File: config.mk
export PLATFORM = sky130hd
export DESIGN_NAME = rr_arb_mux_flat
export DESIGN_NICKNAME = d
export VERILOG_FILES = /design/src/rtl/mux_pkg.sv /design/src/rtl/rr_arb_mux_if.sv /design/src/rtl/rr_arb_mux_arbiter.sv /design/src/rtl/rr_arb_mux.sv /design/src/flat_wrapper.sv
export SDC_FILE = /design/constraint.sdc
export NUM_CORES = 1
export LEC_CHECK = 0
export ABC_AREA = 1
export CAP_MARGIN = 20
export CORE_MARGIN = 4
export CORE_UTILIZATION = 30
export DETAILED_ROUTE_END_ITERATION = 10
export SYNTH_ARGS = -nofsm -noshare
export SYNTH_HDL_FRONTEND = slang
export SYNTH_HIERARCHICAL = 1
export SYNTH_SLANG_ARGS = --single-unit
File: constraint.sdc
create_clock -name clk -period 2.68 [get_ports clk]
set_input_delay 0.804 -clock clk [delete_from_list [all_inputs] [get_ports clk]]
set_output_delay 0.804 -clock clk [all_outputs]
set_load 0.01 [all_outputs]
File: src/rtl/mux_pkg.sv
// Shared constants for the arbitrating output mux: default sizes and output-register state encoding.
package mux_pkg;

   localparam int unsigned MUX_WIDTH = 64;
   localparam int unsigned MUX_N     = 4;

   localparam logic [0:0] OUT_EMPTY = 1'b0;
   localparam logic [0:0] OUT_FULL  = 1'b1;

endpackage : mux_pkg

File: src/rtl/rr_arb_mux_if.sv
// Producer/consumer bundle for rr_arb_mux: N valid/ready/data input channels and one registered output.
interface rr_arb_mux_if #(
   parameter int unsigned WIDTH = 64,
   parameter int unsigned N     = 4
);
   localparam int unsigned SELW = $clog2(N);

   logic [N-1:0]       in_valid;
   logic [N-1:0]       in_ready;
   logic [N*WIDTH-1:0] in_data;
   logic               out_valid;
   logic               out_ready;
   logic [WIDTH-1:0]   out_data;
   logic [SELW-1:0]    out_sel;

   // Environment side: drives producers and the consumer ready.
   modport master (
      output in_valid, in_data, out_ready,
      input  in_ready, out_valid, out_data, out_sel
   );

   // Mux side.
   modport slave (
      input  in_valid, in_data, out_ready,
      output in_ready, out_valid, out_data, out_sel
   );

endinterface : rr_arb_mux_if

File: src/rtl/rr_arb_mux_arbiter.sv
// rr_arbiter: purely combinational rotating-priority arbiter. Search starts at ptr_i and wraps
// modulo N; the first requesting channel gets a one-hot grant plus its binary index.
module rr_arbiter #(
   parameter int unsigned N    = 4,
   localparam int unsigned SELW = $clog2(N)
) (
   input  logic [N-1:0]    req_i,
   input  logic [SELW-1:0] ptr_i,
   output logic [N-1:0]    grant_o,
   output logic [SELW-1:0] grant_idx_o
);

   logic found;

   // Walk channels in priority order, latching the first requester.
   always_comb begin
      grant_o     = '0;
      grant_idx_o = '0;
      found       = 1'b0;
      for (int unsigned k = 0; k < N; k++) begin
         automatic logic [SELW-1:0] idx = SELW'((32'(ptr_i) + k) % N);
         if (!found && req_i[idx]) begin
            grant_o[idx] = 1'b1;
            grant_idx_o  = idx;
            found        = 1'b1;
         end
      end
   end

endmodule : rr_arbiter

File: src/rtl/rr_arb_mux.sv
// rr_arb_mux: N-input arbitrating mux with a one-entry registered output stage.
// Build option RR_MUX_FIXED_PRIO_EN: lowest-index valid channel always wins (no rotating pointer).
module rr_arb_mux
   import mux_pkg::*;
#(
   parameter int unsigned WIDTH = MUX_WIDTH,
   parameter int unsigned N     = MUX_N,
   localparam int unsigned SELW = $clog2(N)
) (
   input  logic         clk,
   input  logic         rst,
   rr_arb_mux_if.slave  bus
);

   logic [0:0]       state_q, state_d;
   logic [WIDTH-1:0] data_q, data_d;
   logic [SELW-1:0]  sel_q, sel_d;
   logic [SELW-1:0]  arb_ptr;
   logic [N-1:0]     grant;
   logic [SELW-1:0]  grant_idx;
   logic             load;
   logic             xfer;

`ifdef RR_MUX_FIXED_PRIO_EN
   assign arb_ptr = '0;
`else
   logic [SELW-1:0] rr_ptr_q, rr_ptr_d;
   assign arb_ptr = rr_ptr_q;
`endif

   rr_arbiter #(.N(N)) u_arb (
      .req_i       (bus.in_valid),
      .ptr_i       (arb_ptr),
      .grant_o     (grant),
      .grant_idx_o (grant_idx)
   );

   // Handshake: the register can accept when empty or being drained; nothing completes during reset.
   assign load          = (state_q == OUT_EMPTY) || bus.out_ready;
   assign xfer          = load && (|bus.in_valid) && !rst;
   assign bus.in_ready  = (load && !rst) ? grant : '0;
   assign bus.out_valid = (state_q == OUT_FULL);
   assign bus.out_data  = data_q;
   assign bus.out_sel   = sel_q;

   // Next-state for the output register and the round-robin pointer.
   always_comb begin
      state_d = state_q;
      data_d  = data_q;
      sel_d   = sel_q;
`ifndef RR_MUX_FIXED_PRIO_EN
      rr_ptr_d = rr_ptr_q;
`endif
      case (state_q)
         OUT_EMPTY: if (xfer) state_d = OUT_FULL;
         OUT_FULL:  if (bus.out_ready && !xfer) state_d = OUT_EMPTY;
         default:   state_d = OUT_EMPTY;
      endcase
      if (xfer) begin
         data_d = bus.in_data[32'(grant_idx)*WIDTH +: WIDTH];
         sel_d  = grant_idx;
`ifndef RR_MUX_FIXED_PRIO_EN
         rr_ptr_d = (grant_idx == SELW'(N-1)) ? '0 : grant_idx + SELW'(1);
`endif
      end
   end

   // State registers with synchronous reset.
   always_ff @(posedge clk) begin
      if (rst) begin
         state_q <= OUT_EMPTY;
         data_q  <= '0;
         sel_q   <= '0;
`ifndef RR_MUX_FIXED_PRIO_EN
         rr_ptr_q <= '0;
`endif
      end else begin
         state_q <= state_d;
         data_q  <= data_d;
         sel_q   <= sel_d;
`ifndef RR_MUX_FIXED_PRIO_EN
         rr_ptr_q <= rr_ptr_d;
`endif
      end
   end

endmodule : rr_arb_mux

File: src/flat_wrapper.sv
// flat-port wrapper written by rule: the top's interface ports become plain ports
module rr_arb_mux_flat import mux_pkg::*;
#(
   parameter int unsigned WIDTH = MUX_WIDTH,
   parameter int unsigned N     = MUX_N,
   localparam int unsigned SELW = $clog2(N)
)
  (clk, rst, bus_in_valid, bus_in_data, bus_out_ready, bus_in_ready, bus_out_valid, bus_out_data, bus_out_sel);
  rr_arb_mux_if #(.WIDTH(WIDTH), .N(N)) bus_i ();
  input  logic clk;
  input  logic rst;
  input wire logic [$bits(bus_i.in_valid)-1:0] bus_in_valid;
  input wire logic [$bits(bus_i.in_data)-1:0] bus_in_data;
  input wire logic [$bits(bus_i.out_ready)-1:0] bus_out_ready;
  output wire logic [$bits(bus_i.in_ready)-1:0] bus_in_ready;
  output wire logic [$bits(bus_i.out_valid)-1:0] bus_out_valid;
  output wire logic [$bits(bus_i.out_data)-1:0] bus_out_data;
  output wire logic [$bits(bus_i.out_sel)-1:0] bus_out_sel;
  assign bus_i.in_valid = bus_in_valid;
  assign bus_i.in_data = bus_in_data;
  assign bus_i.out_ready = bus_out_ready;
  assign bus_in_ready = bus_i.in_ready;
  assign bus_out_valid = bus_i.out_valid;
  assign bus_out_data = bus_i.out_data;
  assign bus_out_sel = bus_i.out_sel;
  rr_arb_mux #(.WIDTH(WIDTH), .N(N)) u_core (.clk(clk), .rst(rst), .bus(bus_i));
endmodule
==> results of run 1 <==
[metrics by stage]
stage	power [uW]	instances	instance area, um^2
after CTS	12200	1891	10600
final	12100	1894	10700
after global routing	13500	1894	10700
after detailed placement	10800	1872	10300
after floorplan	7250	1289	6460
after global placement	10700	1872	10300
[routing by layer]
layer	up-vias	track usage, %
met3	42	7.11
li1	4295	-
met1	3350	24.1
met5	-	0
met2	284	32.4
met4	0	7.15
[sequential cells by signal (all words and copies together), names as in the netlist]
name and count:
u_core/bus.out_data 64, u_core/arb_ptr 2, u_core/bus.out_sel 2, u_core/bus.out_valid 1
[path summary, 6_finish.rpt]
kind	from	to	slack, ns	cells past startpoint
hold / removal	u_core/bus.out_data[6]$_SDFFE_PP0P_	u_core/bus.out_data[6]$_SDFFE_PP0P_	0.52	4
setup reg to reg	u_core/arb_ptr[1]$_SDFFE_PP0P_	u_core/bus.out_data[29]$_SDFFE_PP0P_	0.30	17
hold reg to reg	u_core/bus.out_data[6]$_SDFFE_PP0P_	u_core/bus.out_data[6]$_SDFFE_PP0P_	0.52	4
setup / recovery	bus_in_valid[3]	bus_in_ready[2]	0.005	11
[cell type report]
cell class                      instances  area [um^2]  area share (%)
Timing Repair Buffer                  378         3810            35.5
Sequential cell                        69         1390            12.9
Tap cell                              275          344            3.21
Clock buffer                           11          243            2.26
Clock inverter                          5         50.0           0.466
Multi-Input combinational cell        808         3570            33.2
Inverter                              348         1330            12.4
[worst max-delay path, cell delays in order]
cell     delay, ns
buf_6         0.10
inv_2         0.05
nand2_1       0.09
nand3_2       0.15
nand2_8       0.08
nor2_8        0.16
nand3_2       0.10
nand3_2       0.08
inv_1         0.04
nor2_1        0.08
buf_2         0.14
[cell usage after synthesis, types with 2 or more instances]
library cell  count
nand2_4           2
nor2_1           82
buf_1             7
clkbuf_1         11
buf_6             4
o21ai_1           2
nand2_1         544
nand2_8           2
inv_2             4
a21boi_0          4
dfxtp_1          69
nand2_2           2
nand3_1         152
inv_1           342
ha_1              6
a21oi_1           5
buf_2            31
buf_4            12
[cells by family (layout without fill, tap and decap cells)]
family,after synthesis,in the layout,share of synthesized area [%]
and+or+nand+nor,788,789,50.2
buffers and inverters,413,742,26.1
DFF,69,69,21.4
AOI/OAI and AO/OA,13,13,1.22
adders and majority gates,6,6,1.16
[power groups by stage]
stage                     Combinational [uW]  Clock [uW]  Sequential [uW]
after global routing                   10500        1280             1730
after floorplan                         5390           0             1870
final                                   9270        1190             1680
after CTS                               9280        1240             1680
after detailed placement                9080           0             1690
after global placement                  9080           0             1670
[timing repair]
action,CTS,global route
resized for setup,60,19
pin swaps,18,8
cloned,1,0
endpoints found under the setup margin,62,4
setup buffers,2,3
==> results_dict.tcl, run 1 <==
set metrics [dict create \
    route.met2.wl_um 10900 \
    core_mm2 0.0211 \
    rows 53 \
    root_buffer "clkbuf_16" \
    hold_violations 0 \
    wirelength_um 24700 \
    wl_met1_um 10500 \
    num-fill-cells 2294 \
    dieArea_mm2 0.0239 \
    drt_iter0_drc 296 \
    post-route-period-util_pct 99.8 \
    syn_nets 1558 \
    start_util_pct 30.6 \
    p_sw_uw 6020 \
    synth_warnings 6 \
    synthFlopType "dfxtp_1" \
    fin_util_pct 50.9 \
    drv_slew 0 \
    critical_path_class "input port to output pin" \
    synth_cells 1289 \
    final_cell_mix "nand2_1 (536), inv_1 (336), clkdlybuf4s50_1 (324)" \
    fin_crit_ns 2.68 \
    maxCapViolations 0 \
    postSynthAreaPerCell_um2 5.01 \
    synth_edf_count 0 \
    wire_per_inst_um 13.1 \
    cts.sinks 69 \
    p_comb_share_pct 76.4 \
    p_int_uw 6120 \
    min_path_type "flop to flop" \
    antenna_left 0 \
    routed-wl-met3_um 2630 \
    clkPwrFrac_pct 9.8 \
    outcome "complete, no violations" \
    synth_area_mm2 0.00646 \
    grt_pass1_vias 7512 \
    dp_hpwl_um 18700 \
    first_pass_iters 4 \
    synth_area_leaders "nand2_1 (32%), dfxtp_1 (21%), inv_1 (20%), nand3_1 (12%), nor2_1 (4.8%)" \
    end_kind "output pin" \
    synth.ff_latch_count 69 \
    port_buffers 333 \
    arrival_ns 1.87 \
    clkTransAtPathRegs_ns 0.06 \
    ir_worst_vdd_mv 0.739 \
    power_leakage_uw 0.00605 \
    synth_top_area_share_pct 31.6 \
    clock_latency_ns 0.33 \
    via_count 7971 \
    n_antenna_cell 0 \
    place.gp.congestion 0.869 \
    fin_ws_ns 0.00499 \
    layout_commonest_cell "nand2_1" \
    globalRouteOverflowTotal 0 \
    dieHeight_um 155 \
    worst_pin_slew_ns 0.802 \
    seqPwrFrac_pct 13.8 \
    synth_cell_types 26 \
    die_w_um 155 \
    async_flop_share_pct 0 \
    yosysSeqAreaShare_pct 21.4 \
    highest_layer "met4" \
    antenna_found_initial 0 \
    hold_buffers 0 \
    grt_pass1_wl_um 38600 \
    drive_gt1_share_pct 7.54 \
    rsz0062_at_grt "yes" \
    synth_largest_area_cell "nand2_1" \
    fin_nets 1883 \
    fin_tns_setup_ns 0 \
    whs_ns 0.519 \
    via_per_inst 4.21 \
    grt_usage_pct 19.8 \
    crit_required_ns 1.88 \
    skew_ns 0.00701 \
    switching_share_pct 49.6 \
    clock.fmax_ghz 0.374 \
    p_per_area_mw_per_mm2 1130 \
    cp-start-kind "input port" \
    cts_buffer_depth 2 \
    cts_tree "yes" \
    grt_max_degree 70 \
    ctsHtreeMaxLevel 3 \
    worst-path-max-fanout 5 \
    slew_headroom_pct 46.5 \
    synthToLayoutAreaGrowth_pct 66.2 \
    drc 0 \
    dp_slack_ns -0.816 \
    setup_viol 0 \
    cts_made_buffers 9 \
    pin_count 334 \
]
Note: power is estimated with default switching activity, not from simulation.
==> run 2, diff against run 1 <==
PLACE_DENSITY = 0.67   (was not set)
SYNTH_HIERARCHICAL = not set   (was 1)
==> run 2 against run 1 <==
Against the previous run:
- the flow now finishes with violations (negative setup slack)
- largest cell class unchanged
- sequential power is 3% higher
- register-to-register slack better by 0.06 ns
- cell area is 8.4% lower
==> results_dict.tcl, run 2 <==
set metrics [dict create \
    critical_path_class "input port to output pin" \
    p_per_area_mw_per_mm2 1330 \
    synth_top_area_share_pct 35.7 \
    power_uw 13000 \
    die_w_um 142 \
    crit_family "buffers and inverters" \
    outcome "finished with violations" \
    post-route-period-util_pct 101 \
    cts_buffer_depth 2 \
    place.gp.congestion 0.890 \
    cp-start-kind "input port" \
    power_leakage_uw 0.00468 \
    start_util_pct 30.9 \
    port_buffers 333 \
    worst-path-max-fanout 4 \
    fin_util_pct 56.2 \
    stdcell_area_mm2 0.00983 \
    core_mm2 0.0175 \
    synthToLayoutAreaGrowth_pct 82.1 \
    post-synth-top-count-cell "nand3_1" \
    root_buffer "clkbuf_16" \
    drt_iter0_drc 363 \
    drv_slew 0 \
    setup_viol 3 \
    slowest_delay_ns 0.16 \
    n_antenna_cell 0 \
    wirelength_um 24000 \
    synth_edf_count 0 \
    ctsHtreeMaxLevel 3 \
    synth_area_leaders "nand3_1 (36%), dfxtp_1 (26%), nand2_1 (19%), inv_1 (7.2%), buf_2 (2.8%)" \
    first_pass_iters 6 \
    postSynthAreaPerCell_um2 5.75 \
    fin_tns_setup_ns -0.0401 \
    slew_headroom_pct 74.2 \
    drc 0 \
    final_cell_mix "nand3_1 (379), clkdlybuf4s50_1 (325), nand2_1 (252)" \
    grt_pass1_vias 7092 \
    largest_reg_flops 64 \
    violations "negative setup slack" \
    yosysSeqAreaShare_pct 25.6 \
    min_path_type "flop to flop" \
    via_per_inst 4.93 \
    rsz0062_at_grt "yes" \
    cts_made_buffers 9 \
    dp_hpwl_um 18300 \
    globalRouteOverflowTotal 0 \
    rows 48 \
    layout_commonest_cell "nand3_1" \
    cts.sinks 69 \
    synth_area_mm2 0.00540 \
    crit_required_ns 1.88 \
    synth_warnings 0 \
    grt_pass1_wl_um 36300 \
    syn_nets 1208 \
    fin_ws_ns -0.0242 \
    antenna_left 0 \
    arrival_ns 1.90 \
    via_count 7418 \
    fin_nets 1545 \
    synth_cells 938 \
    synth_largest_area_cell "nand3_1" \
    path_buf_inv 5 \
    dp_cells 1482 \
    worstPathCellList "buf_2 > nand2_2 > buf_4 > nand3_2 > nand2_2 > inv_1 > nand3_1 > nand4_1 > nand2_1 > inv_1 > buf_2" \
    cts_tree "yes" \
    drive_gt1_share_pct 10.9 \
    worst_pin_slew_ns 0.383 \
    clkTransAtPathRegs_ns 0.05 \
    ys_top_cells_by_count "nand3_1 (385), nand2_1 (267), inv_1 (103)" \
    placed_area_mm2 0.00931 \
    synth_cell_types 24 \
    end_kind "output pin" \
    skew_ns 0.00543 \
    maxCapViolations 0 \
    synth.ff_latch_count 69 \
    clock.fmax_ghz 0.370 \
    async_flop_share_pct 0 \
    clock_latency_ns 0.34 \
    hold_violations 0 \
    hold_buffers 0 \
    antenna_found_initial 2 \
    final_cell_count_no_fill 1505 \
    grt_usage_pct 22.5 \
    grt_max_degree 52 \
    num-fill-cells 1740 \
    synthFlopType "dfxtp_1" \
    dieHeight_um 142 \
    wire_per_inst_um 15.9 \
    slowest_stage "inv_1" \
    fin_crit_ns 2.70 \
    pin_count 334 \
    dieArea_mm2 0.0202 \
    ir_worst_vdd_mv 0.870 \
]
==> run 2: changes by cell type after synthesis, moves of 3 or more <==
cell,change
nand3_1,+233
nand2_2,+4
clkbuf_1,+14
inv_2,-3
nand2_1,-277
nor2_1,-80
inv_1,-239
nand4_1,+5
a21boi_0,-3
==> run 2: cell families (layout without fill, tap and decap cells) <==
family                   count (synthesis)  after routing  share of synthesized area, %
AND/OR/NAND/NOR                        670            670                          56.8
buffers and inverters                  183            525                          15.0
flip-flops                              69             69                          25.6
AO/OA/AOI/OAI                            9              9                         0.927
adder cells (fa/ha/maj)                  7              7                          1.62
==> run 2: path summary, 6_finish.rpt <==
kind                            slack [ns]  cells past startpoint                          startpoint                                 end
worst max-delay path                 -0.02                     11                     bus_in_valid[1]                     bus_in_ready[3]
worst min-delay path                  0.46                      2  u_core.bus.out_sel[0]$_SDFFE_PP0P_  u_core.bus.out_sel[0]$_SDFFE_PP0P_
worst max register to register        0.36                     13      u_core.arb_ptr[0]$_SDFFE_PP0P_      u_core.arb_ptr[1]$_SDFFE_PP0P_
worst min register to register        0.46                      2  u_core.bus.out_sel[0]$_SDFFE_PP0P_  u_core.bus.out_sel[0]$_SDFFE_PP0P_
==> run 2: area by class of cell <==
cell class                 instances  area [um^2]  area share [%]
clock inverter                     6          110            1.12
timing repair buffer             404         4060            41.3
sequential                        69         1390            14.1
inverter                         105          404            4.11
multi-input combinational        686         3350            34.0
tap                              225          282            2.86
clock buffer                      10          239            2.43
==> run 2: layer usage <==
metal	share of wire (%)	up-vias	track usage, %
met5	0.11	-	0
met4	3.0	4	7.12
met3	9.0	48	6.96
met2	49	292	40.0
met1	39	3345	25.6
li1	-	3729	-
==> run 2: worst min-delay path, stage by stage, from the launching register on <==
cell,delay (ns)
dfxtp_1,0.31
nand2_1,0.06
a21oi_1,0.05
==> run 2: where the power goes <==
part / switching (uW) / total, uW / leakage [uW] / internal, uW
Combinational: 5610 / 9920 / 0.00394 / 4310
Sequential: 233 / 1730 / 0.000577 / 1500
Clock: 458 / 1390 / 0.000165 / 932
==> run 2: repair_timing <==
action | 4_1_cts | 5_1_grt
pin swaps | 16 | 20
gates resized for setup | 54 | 24
endpoints found under the setup margin | 8 | 4
buffers inserted | 2 | 5
==> run 2: metrics by stage <==
stage / hold WS (ns) / setup WS (ns)
floorplan: 0.484 / 0.146
finish: 0.464 / -0.0242
detailed placement: 0.457 / -0.873
global route: 0.483 / -0.103
CTS: 0.467 / 0.000333
global placement: 0.455 / -0.843
==> run 3, diff against run 2 <==
--- a/config.mk
+++ b/config.mk
@@ -9,2 +9,3 @@
 export CAP_MARGIN = 20
+export CORE_ASPECT_RATIO = 0.7
 export CORE_MARGIN = 4
--- a/constraint.sdc
+++ b/constraint.sdc
@@ -3,2 +3,2 @@
 set_output_delay 0.804 -clock clk [all_outputs]
-set_load 0.01 [all_outputs]
+set_load 0.05 [all_outputs]
==> run 3 against run 2 <==
Against the previous run:
- the flow still finishes with violations (negative setup slack)
- critical path depth unchanged
- first-iteration DRC count up 8.5%
- global-route usage about the same
==> results_dict.tcl, run 3 (synthesis results as in run 2) <==
set metrics [dict create \
    outcome "finished with violations" \
    violations "negative setup slack" \
    drt_iter0_drc 394 \
    slew_headroom_pct 61.2 \
    maxCapViolations 0 \
    crit_required_ns 1.88 \
    grt_usage_pct 22.5 \
    cts_made_buffers 9 \
    min_path_type "flop to flop" \
    setup_viol 4 \
    grt_pass1_wl_um 36900 \
    grt_max_degree 66 \
    worstPathCellList "buf_6 > nand2_2 > nand2_2 > buf_4 > nand2_1 > nand2_2 > nand3_1 > nand4_1 > nand2_1 > clkinvlp_4 > buf_12" \
    placed_area_mm2 0.00938 \
    root_buffer "clkbuf_16" \
    hold_violations 0 \
    antenna_found_initial 0 \
    cts_buffer_depth 2 \
    final_cell_mix "nand3_1 (380), clkdlybuf4s50_1 (325), nand2_1 (251)" \
    core_mm2 0.0174 \
    whs_ns 0.468 \
    fin_crit_ns 2.77 \
    power_uw 14500 \
    port_buffers 333 \
    worstHoldPathCells 2 \
    crit_family "simple AND/OR/NAND/NOR gates" \
    final_cell_count_no_fill 1499 \
    path_buf_inv 4 \
    hold_end "u_core.bus.out_sel[1]$_SDFFE_PP0P_" \
    power_leakage_uw 0.00463 \
    ff2ff_setup_slack_ns 0.21 \
    ir_worst_vdd_mv 1.19 \
    cp-start-kind "input port" \
    cp_common_cell "nand2_2" \
    fin_ws_ns -0.0900 \
    layout_commonest_cell "nand3_1" \
    end_kind "output pin" \
    antenna_left 0 \
    start_util_pct 31.0 \
    place.gp.congestion 0.910 \
    cts_tree "yes" \
    p_per_area_mw_per_mm2 1470 \
    n_antenna_cell 0 \
    via_count 7333 \
    synthToLayoutAreaGrowth_pct 83.2 \
    grt_pass1_vias 6931 \
    slowest_delay_ns 0.15 \
    stdcell_area_mm2 0.00989 \
    num-fill-cells 1724 \
    dieArea_mm2 0.0202 \
    clock_latency_ns 0.33 \
    globalRouteOverflowTotal 0 \
    min_from "u_core.bus.out_sel[1]$_SDFFE_PP0P_" \
    via_per_inst 4.89 \
    fin_nets 1533 \
    skew_ns 0.00479 \
    first_pass_iters 5 \
    drv_slew 0 \
    clkTransAtPathRegs_ns 0.06 \
    r2r_start "u_core.arb_ptr[0]$_SDFFE_PP0P_" \
    pin_count 334 \
    path_depth 11 \
    wirelength_um 24400 \
    drive_gt1_share_pct 10.3 \
    r2r_cells 17 \
    wire_per_inst_um 16.3 \
    slowest_stage "buf_12" \
    drc 0 \
    critical_path_class "input port to output pin" \
    post-route-period-util_pct 103 \
    worst_pin_slew_ns 0.580 \
    rows 40 \
    dieHeight_um 120 \
    dp_cells 1474 \
    clock.fmax_ghz 0.361 \
    hold_buffers 0 \
    worst-path-max-fanout 5 \
    die_w_um 168 \
    largest_reg_flops 64 \
    rsz0062_at_grt "yes" \
    dp_hpwl_um 18400 \
    cts.sinks 69 \
    arrival_ns 1.97 \
    r2r-end "u_core.bus.out_data[49]$_SDFFE_PP0P_" \
    ctsHtreeMaxLevel 3 \
]
run 3: changes by cell type in the layout (fill, tap and decap cells not counted), moves of 3 or more:
| cell | change |
|---|---|
| buf_12 | +12 |
| buf_2 | -6 |
| buf_4 | -23 |
| buf_6 | +3 |
| clkinvlp_4 | +3 |
| inv_1 | -5 |
run 3: timing repair:
item,4_1_cts,5_1_grt
endpoints found under the setup margin,41,4
pin swaps,17,11
gates resized for setup,57,13
hold endpoints to repair,0,0
setup buffers,4,5
run 3: worst max-delay path by stage:
stage	slack (ns)	start	endpoint
final	-0.09	bus_in_valid[0]	bus_in_ready[0]
after global routing	-0.18	u_core.arb_ptr[0]$_SDFFE_PP0P_	bus_in_ready[0]
after global placement	-0.54	bus_in_valid[3]	bus_in_ready[3]
after floorplan	0.01	u_core.arb_ptr[1]$_SDFFE_PP0P_	bus_in_ready[3]
after CTS	-0.06	u_core.arb_ptr[0]$_SDFFE_PP0P_	bus_in_ready[0]
after detailed placement	-0.57	bus_in_valid[3]	bus_in_ready[3]
run 3: layout make-up:
| class | instances | area, um^2 | share of cell area, % |
|---|---|---|---|
| clock buffer | 12 | 246 | 2.49 |
| clock inverter | 4 | 47.5 | 0.481 |
| inverter | 105 | 422 | 4.26 |
| multi-input combinational | 686 | 3330 | 33.7 |
| sequential | 69 | 1390 | 14.0 |
| tap | 231 | 289 | 2.92 |
| timing repair buffer | 392 | 4160 | 42.1 |
run 3: worst reg2reg max path, stage by stage, from the launching register on:
cell and delay, ns:
dfxtp_4 0.37, inv_6 0.04, ha_4 0.30, inv_4 0.06, nand2_4 0.06, nand2_4 0.06, nor2_8 0.12, nand2_4 0.07
buf_4 0.13, buf_4 0.12, buf_4 0.13, nand2_4 0.11, nand2_4 0.14, buf_12 0.21, nand2_1 0.08, nand3_1 0.15
nand3_1 0.14, nand2_1 0.06
run 3: through the flow:
step	setup slack, ns	setup TNS (ns)	utilization, %
global placement	-0.541	-23.86	53.8
CTS	-0.0639	-0.234	56.3
detailed placement	-0.566	-26.41	53.8
finish	-0.0900	-0.304	56.8
floorplan	0.0121	0	-
global route	-0.183	-0.626	56.8
run 3: power by group:
group | internal, uW | total, uW | switching (uW)
sequential | 1500 | 1740 | 245
clock | 743 | 1190 | 447
combinational | 4520 | 11600 | 7060
run 3: per-layer routing:
| layer | up-vias | track usage (%) | wire, um |
|---|---|---|---|
| met1 | 3291 | 28.3 | 10300 |
| li1 | 3714 | - | - |
| met3 | 34 | 6.90 | 2290 |
| met4 | 0 | 5.42 | 445 |
| met2 | 294 | 37.9 | 11400 |
| met5 | - | 0 | 0 |
